==> src/rtl/fpmul_operand_stage.sv <==
// Operand FIFO and one-at-a-time issue sequencer in front of the FP multiplier.
// Push-to-start is 2 edges when idle; in_ready drops only when the FIFO is full.

module fpmul_fifo #(
  parameter int DEPTH = 4,
  parameter int W     = 68,
  parameter int CW    = 3
) (
  input  logic          clk,
  input  logic          rst,
  input  logic          push,
  input  logic [W-1:0]  push_dat,
  input  logic          pop,
  output logic [W-1:0]  pop_dat,
  output logic [CW-1:0] count
);
  localparam int AW = $clog2(DEPTH);

  logic [W-1:0]  mem [DEPTH];
  logic [AW-1:0] wr_ptr;
  logic [AW-1:0] rd_ptr;

  // Power-of-two depth lets the pointers wrap by plain overflow.
  always_ff @(posedge clk) begin
    if (rst) begin
      wr_ptr <= '0;
      rd_ptr <= '0;
      count  <= '0;
    end else begin
      if (push) wr_ptr <= wr_ptr + 1'b1;
      if (pop)  rd_ptr <= rd_ptr + 1'b1;
      case ({push, pop})
        2'b10:   count <= count + 1'b1;
        2'b01:   count <= count - 1'b1;
        default: count <= count;
      endcase
    end
  end

  always_ff @(posedge clk) begin
    if (push) mem[wr_ptr] <= push_dat;
  end

  assign pop_dat = mem[rd_ptr];
endmodule

module fpmul_operand_stage #(
  parameter int DEPTH = 4,
  parameter int CW    = 3
) (
  input  logic          clk,
  input  logic          rst,
  input  logic          in_valid,
  output logic          in_ready,
  input  logic [31:0]   in_a,
  input  logic [31:0]   in_b,
  output logic [31:0]   mul_a,
  output logic [31:0]   mul_b,
  output logic          mul_start,
  input  logic          mul_done,
  output logic [3:0]    pair_cls,
  output logic          pair_sign,
  output logic          busy,
  output logic [CW-1:0] fifo_count
);
  typedef struct packed {
    logic [31:0] a;
    logic [31:0] b;
    logic [3:0]  cls;
  } entry_t;

  typedef enum logic [1:0] {S_IDLE, S_ISSUE, S_WAIT} state_t;

  localparam logic [CW-1:0] FULL_CNT = CW'(DEPTH);

  state_t state, state_nxt;
  entry_t in_entry, head;
  logic   push, pop;

  // Pair class bits are {NAN, INF, ZERO, DNF}; inf*zero is an invalid operation.
  function automatic logic [3:0] classify(input logic [31:0] a, input logic [31:0] b);
    logic a_emax, a_emin, a_fnz, b_emax, b_emin, b_fnz;
    logic a_nan, a_inf, a_zero, a_dnf, b_nan, b_inf, b_zero, b_dnf;
    a_emax = &a[30:23];
    a_emin = ~|a[30:23];
    a_fnz  = |a[22:0];
    b_emax = &b[30:23];
    b_emin = ~|b[30:23];
    b_fnz  = |b[22:0];
    a_nan  = a_emax & a_fnz;
    a_inf  = a_emax & ~a_fnz;
    a_zero = a_emin & ~a_fnz;
    a_dnf  = a_emin & a_fnz;
    b_nan  = b_emax & b_fnz;
    b_inf  = b_emax & ~b_fnz;
    b_zero = b_emin & ~b_fnz;
    b_dnf  = b_emin & b_fnz;
    if (a_nan | b_nan | (a_inf & b_zero) | (b_inf & a_zero)) classify = 4'b1000;
    else if (a_inf | b_inf)                                   classify = 4'b0100;
    else if (a_zero | b_zero)                                 classify = 4'b0010;
    else if (a_dnf | b_dnf)                                   classify = 4'b0001;
    else                                                      classify = 4'b0000;
  endfunction

  // Ready depends only on the registered count, never on a same-cycle pop.
  assign in_ready = (fifo_count < FULL_CNT);
  assign push     = in_valid & in_ready;
  assign pop      = (state == S_IDLE) && (fifo_count != '0);

  always_comb begin
    in_entry     = '0;
    in_entry.a   = in_a;
    in_entry.b   = in_b;
    in_entry.cls = classify(in_a, in_b);
  end

  fpmul_fifo #(
    .DEPTH (DEPTH),
    .W     ($bits(entry_t)),
    .CW    (CW)
  ) u_fifo (
    .clk      (clk),
    .rst      (rst),
    .push     (push),
    .push_dat (in_entry),
    .pop      (pop),
    .pop_dat  (head),
    .count    (fifo_count)
  );

  always_ff @(posedge clk) begin
    if (rst) state <= S_IDLE;
    else     state <= state_nxt;
  end

  always_comb begin
    state_nxt = state;
    case (state)
      S_IDLE:  if (pop) state_nxt = S_ISSUE;
      S_ISSUE: state_nxt = S_WAIT;
      S_WAIT:  if (mul_done) state_nxt = S_IDLE;
      default: state_nxt = S_IDLE;
    endcase
  end

  // Operand registers load only on a pop, so they hold through the whole handshake.
  always_ff @(posedge clk) begin
    if (rst) begin
      mul_a     <= '0;
      mul_b     <= '0;
      pair_cls  <= '0;
      pair_sign <= 1'b0;
    end else if (pop) begin
      mul_a     <= head.a;
      mul_b     <= head.b;
      pair_cls  <= head.cls;
      pair_sign <= head.a[31] ^ head.b[31];
    end
  end

  assign mul_start = (state == S_ISSUE);
  assign busy      = (state != S_IDLE);
endmodule
==> config.mk <==
export PLATFORM = sky130hd
export DESIGN_NAME = fpmul_operand_stage
export DESIGN_NICKNAME = d
export VERILOG_FILES = /design/src/rtl/fpmul_operand_stage.sv
export SDC_FILE = /design/constraint.sdc
export NUM_CORES = 1
export LEC_CHECK = 0
export CORE_UTILIZATION = 38
export DETAILED_ROUTE_END_ITERATION = 8
export GPL_TIMING_DRIVEN = 0
export SLEW_MARGIN = 20
export SYNTH_ARGS = -nofsm -noshare
export SYNTH_HDL_FRONTEND = slang
export SYNTH_SLANG_ARGS = --single-unit
==> constraint.sdc <==
create_clock -name clk -period 4.1 [get_ports clk]
set_input_delay 1.23 -clock clk [delete_from_list [all_inputs] [get_ports clk]]
set_output_delay 1.23 -clock clk [all_outputs]
set_load 0.01 [all_outputs]
==> metrics.txt <==
outcome=finished, final reports clean; Setup Buffers After CTS=0; Leak=~5.3 nW; sequential fraction of the synthesis area=0.756; via count=7073; Critical Path RT=~4.3 ns; kind of critical path=input port to register; Post-Syn Instances=around 750; IO Port Bufs=~140; Avg Cell Area, Syn=around 17 µm²; worst vdd ir=between 0.3 and 0.4 mV; Die X=186 µm; Slew Limit Fails=0; Tmin final=approximately 3.2 ns; # setup viols final=0; Area Overhead vs Synth=26.6%; Worst setup SP type=input port; post-route clock period utilization=0.783; Critical path buffers and inverters=1; fin worst setup slack=roughly 0.9 ns; worst stage delay on the critical path=0.61 ns; Core Footprint=between 0.03 and 0.04 mm²; footprint of the multi-input gates=between 0.002 and 0.003 mm²; Final Core Density=0.488; Synth Warn #=0; GRT Util Overall=0.164; number of buffers created by CTS=38; Crit path max-delay family=simple AND/OR/NAND/NOR gates; clk root buf=clkbuf_16; GRT overflow=0; Worst Tran Pin Value=~0.69 ns; Sum Neg Setup Slack=0 ns; CTS tree=yes; Worst-path clk slew=~0.06 ns; GPL Wtd Cong=between 0.7 and 0.8; Antenna Nets Post-Route=0; drt total wl=about 28000 µm; initial antenna violation count=2; die height=186 µm; initial core utilization=0.385; Max Cap Violations=0; global-route wire length before repair=about 43000 µm; Post-synth EDFFs=~270; Max clock buf depth=3; Std-Cell Rows=67; I/O pins=roughly 140; layout net count=roughly 1k; worst hold path class=register to register; P per Cell Area=between 700 and 800 mW/mm²; ys flop type=edfxtp_1; DR WL/cell=roughly 20 µm; ys async rst share=0; vias in the first global route=7294; DP Worst Slack=about 0.32 ns; Reg area=~0.0098 mm²; Critical Path End Type=register; share of cells above drive strength 1=0.165; Slew HR=0.543; syn nets=between 800 and 900; WHS=~0.45 ns; CP arrival=~3.5 ns; slowest CP cell=or4_4; Yosys reg bits=352; Antenna Cells=0; Hold-fix buffers, CTS=0; DR vias/cell=4.99; Resize count post-CTS=0; Starting DRT DRC Count=about 560; latest clock arrival within the worst-skew pair=approximately 0.52 ns; Fin. Hold Viols=0; commonest cells after routing, fill and taps aside=edfxtp_1 (272), clkdlybuf4s50_1 (141), nand2_1 (139); dpl hpwl=18000 µm; CP max FO=5; crit-path cells=clkdlybuf4s50_1 -> nor4_1 -> nand4_1 -> or4_4 -> a32oi_1 -> o21ai_1; Setup Skew=0.0122 ns; Post-Syn Area=0.0129 mm²; FMAX=312 MHz; DR pass1 iterations=5; commonest non-fill, non-tap cell in the layout=edfxtp_1; clk sinks=around 350; CTS HTree Levels=2; fillers=between 2k and 3k; die area=between 0.03 and 0.04 mm²; largest net degree at the start of global routing=44; Yosys cell types=39; unrepaired setup endpoints after global routing=false; DRC violations left=0
power by group:
part | internal (mW) | switching [mW] | leakage, nW
logic | 1.46 | 1.73 | 1.49
clock network | 2.25 | 1.35 | 0.649
registers | 4.51 | 0.245 | 3.16
final timing paths:
path,from,cells past startpoint,end,slack [ns]
worst min-delay path,mul_a[17],2,mul_a[17],0.45
worst max-delay path,in_a[16],6,u_fifo.mem[3][2],0.89
worst min register to register,mul_a[17],2,mul_a[17],0.45
worst max register to register,state[0],11,u_fifo.count[2],1.17
metrics by stage:
step                area, µm²  total power [mW]  instances
global route            16400              12.1       1418
global placement        14900              8.05       1343
CTS                     16400              11.7       1418
floorplan               12900              6.59        754
detailed placement      15000              8.09       1348
finish                  16400              11.5       1418
flip-flops by register name (all words and copies together), names as in the netlist, named ones only:
register       cells
mul_a             32
u_fifo.count       3
pair_cls           4
u_fifo.rd_ptr      2
state              2
mul_b             32
u_fifo.wr_ptr      2
u_fifo.mem       272
pair_sign          1
layout make-up:
class,instances,area share
flip-flops and latches,352,0.597
plain buffers,40,0.0109
well taps,448,0.0343
clock buffers,55,0.0645
inverters,8,0.00184
repair buffers,146,0.0938
multi-input cells,354,0.181
clock inverters,15,0.0168
kinds of logic after synthesis:
kind of cell               Yosys count  share of synthesized area
AOI/OAI and AO/OA                   81                     0.0331
xor gates and xnor gates             6                    0.00407
adders and majority gates            6                    0.00639
buffers and inverters               48                     0.0161
DFF                                352                      0.756
muxes                               68                      0.119
and+or+nand+nor                    193                     0.0657
per-layer routing:
metal | routed length, µm | global-route usage | up-vias
met1 | 12800 | 0.225 | 3602
li1 | - | - | 3258
met5 | 26 | 0 | -
met3 | 1230 | 0.0323 | 47
met2 | 13600 | 0.266 | 162
met4 | 520 | 0.0464 | 4
worst min-delay path, cell delays in order, from the launching register on:
cell	delay [ns]
dfxtp_1	0.31
nand2_1	0.05
a21oi_1	0.05
cells in the mapped netlist, drive strengths merged (2+ instances only):
cell	instances	share of area
clkbuf	20	0.0058
dfxtp	80	0.12
inv	8	0.0023
buf	20	0.0079
xor2	3	0.0020
nor2	17	0.0049
or4	3	0.0023
nor3	3	0.0015
a21oi	71	0.028
nor2b	2	0.00097
o21ai	3	0.0012
ha	5	0.0048
and2	4	0.0019
or2	2	0.00097
nor4	12	0.0058
mux4	68	0.12
nand2	139	0.040
xnor2	3	0.0020
nand4	5	0.0024
edfxtp	272	0.63
o21a	2	0.0012
Power figures use the tool's default switching activity.
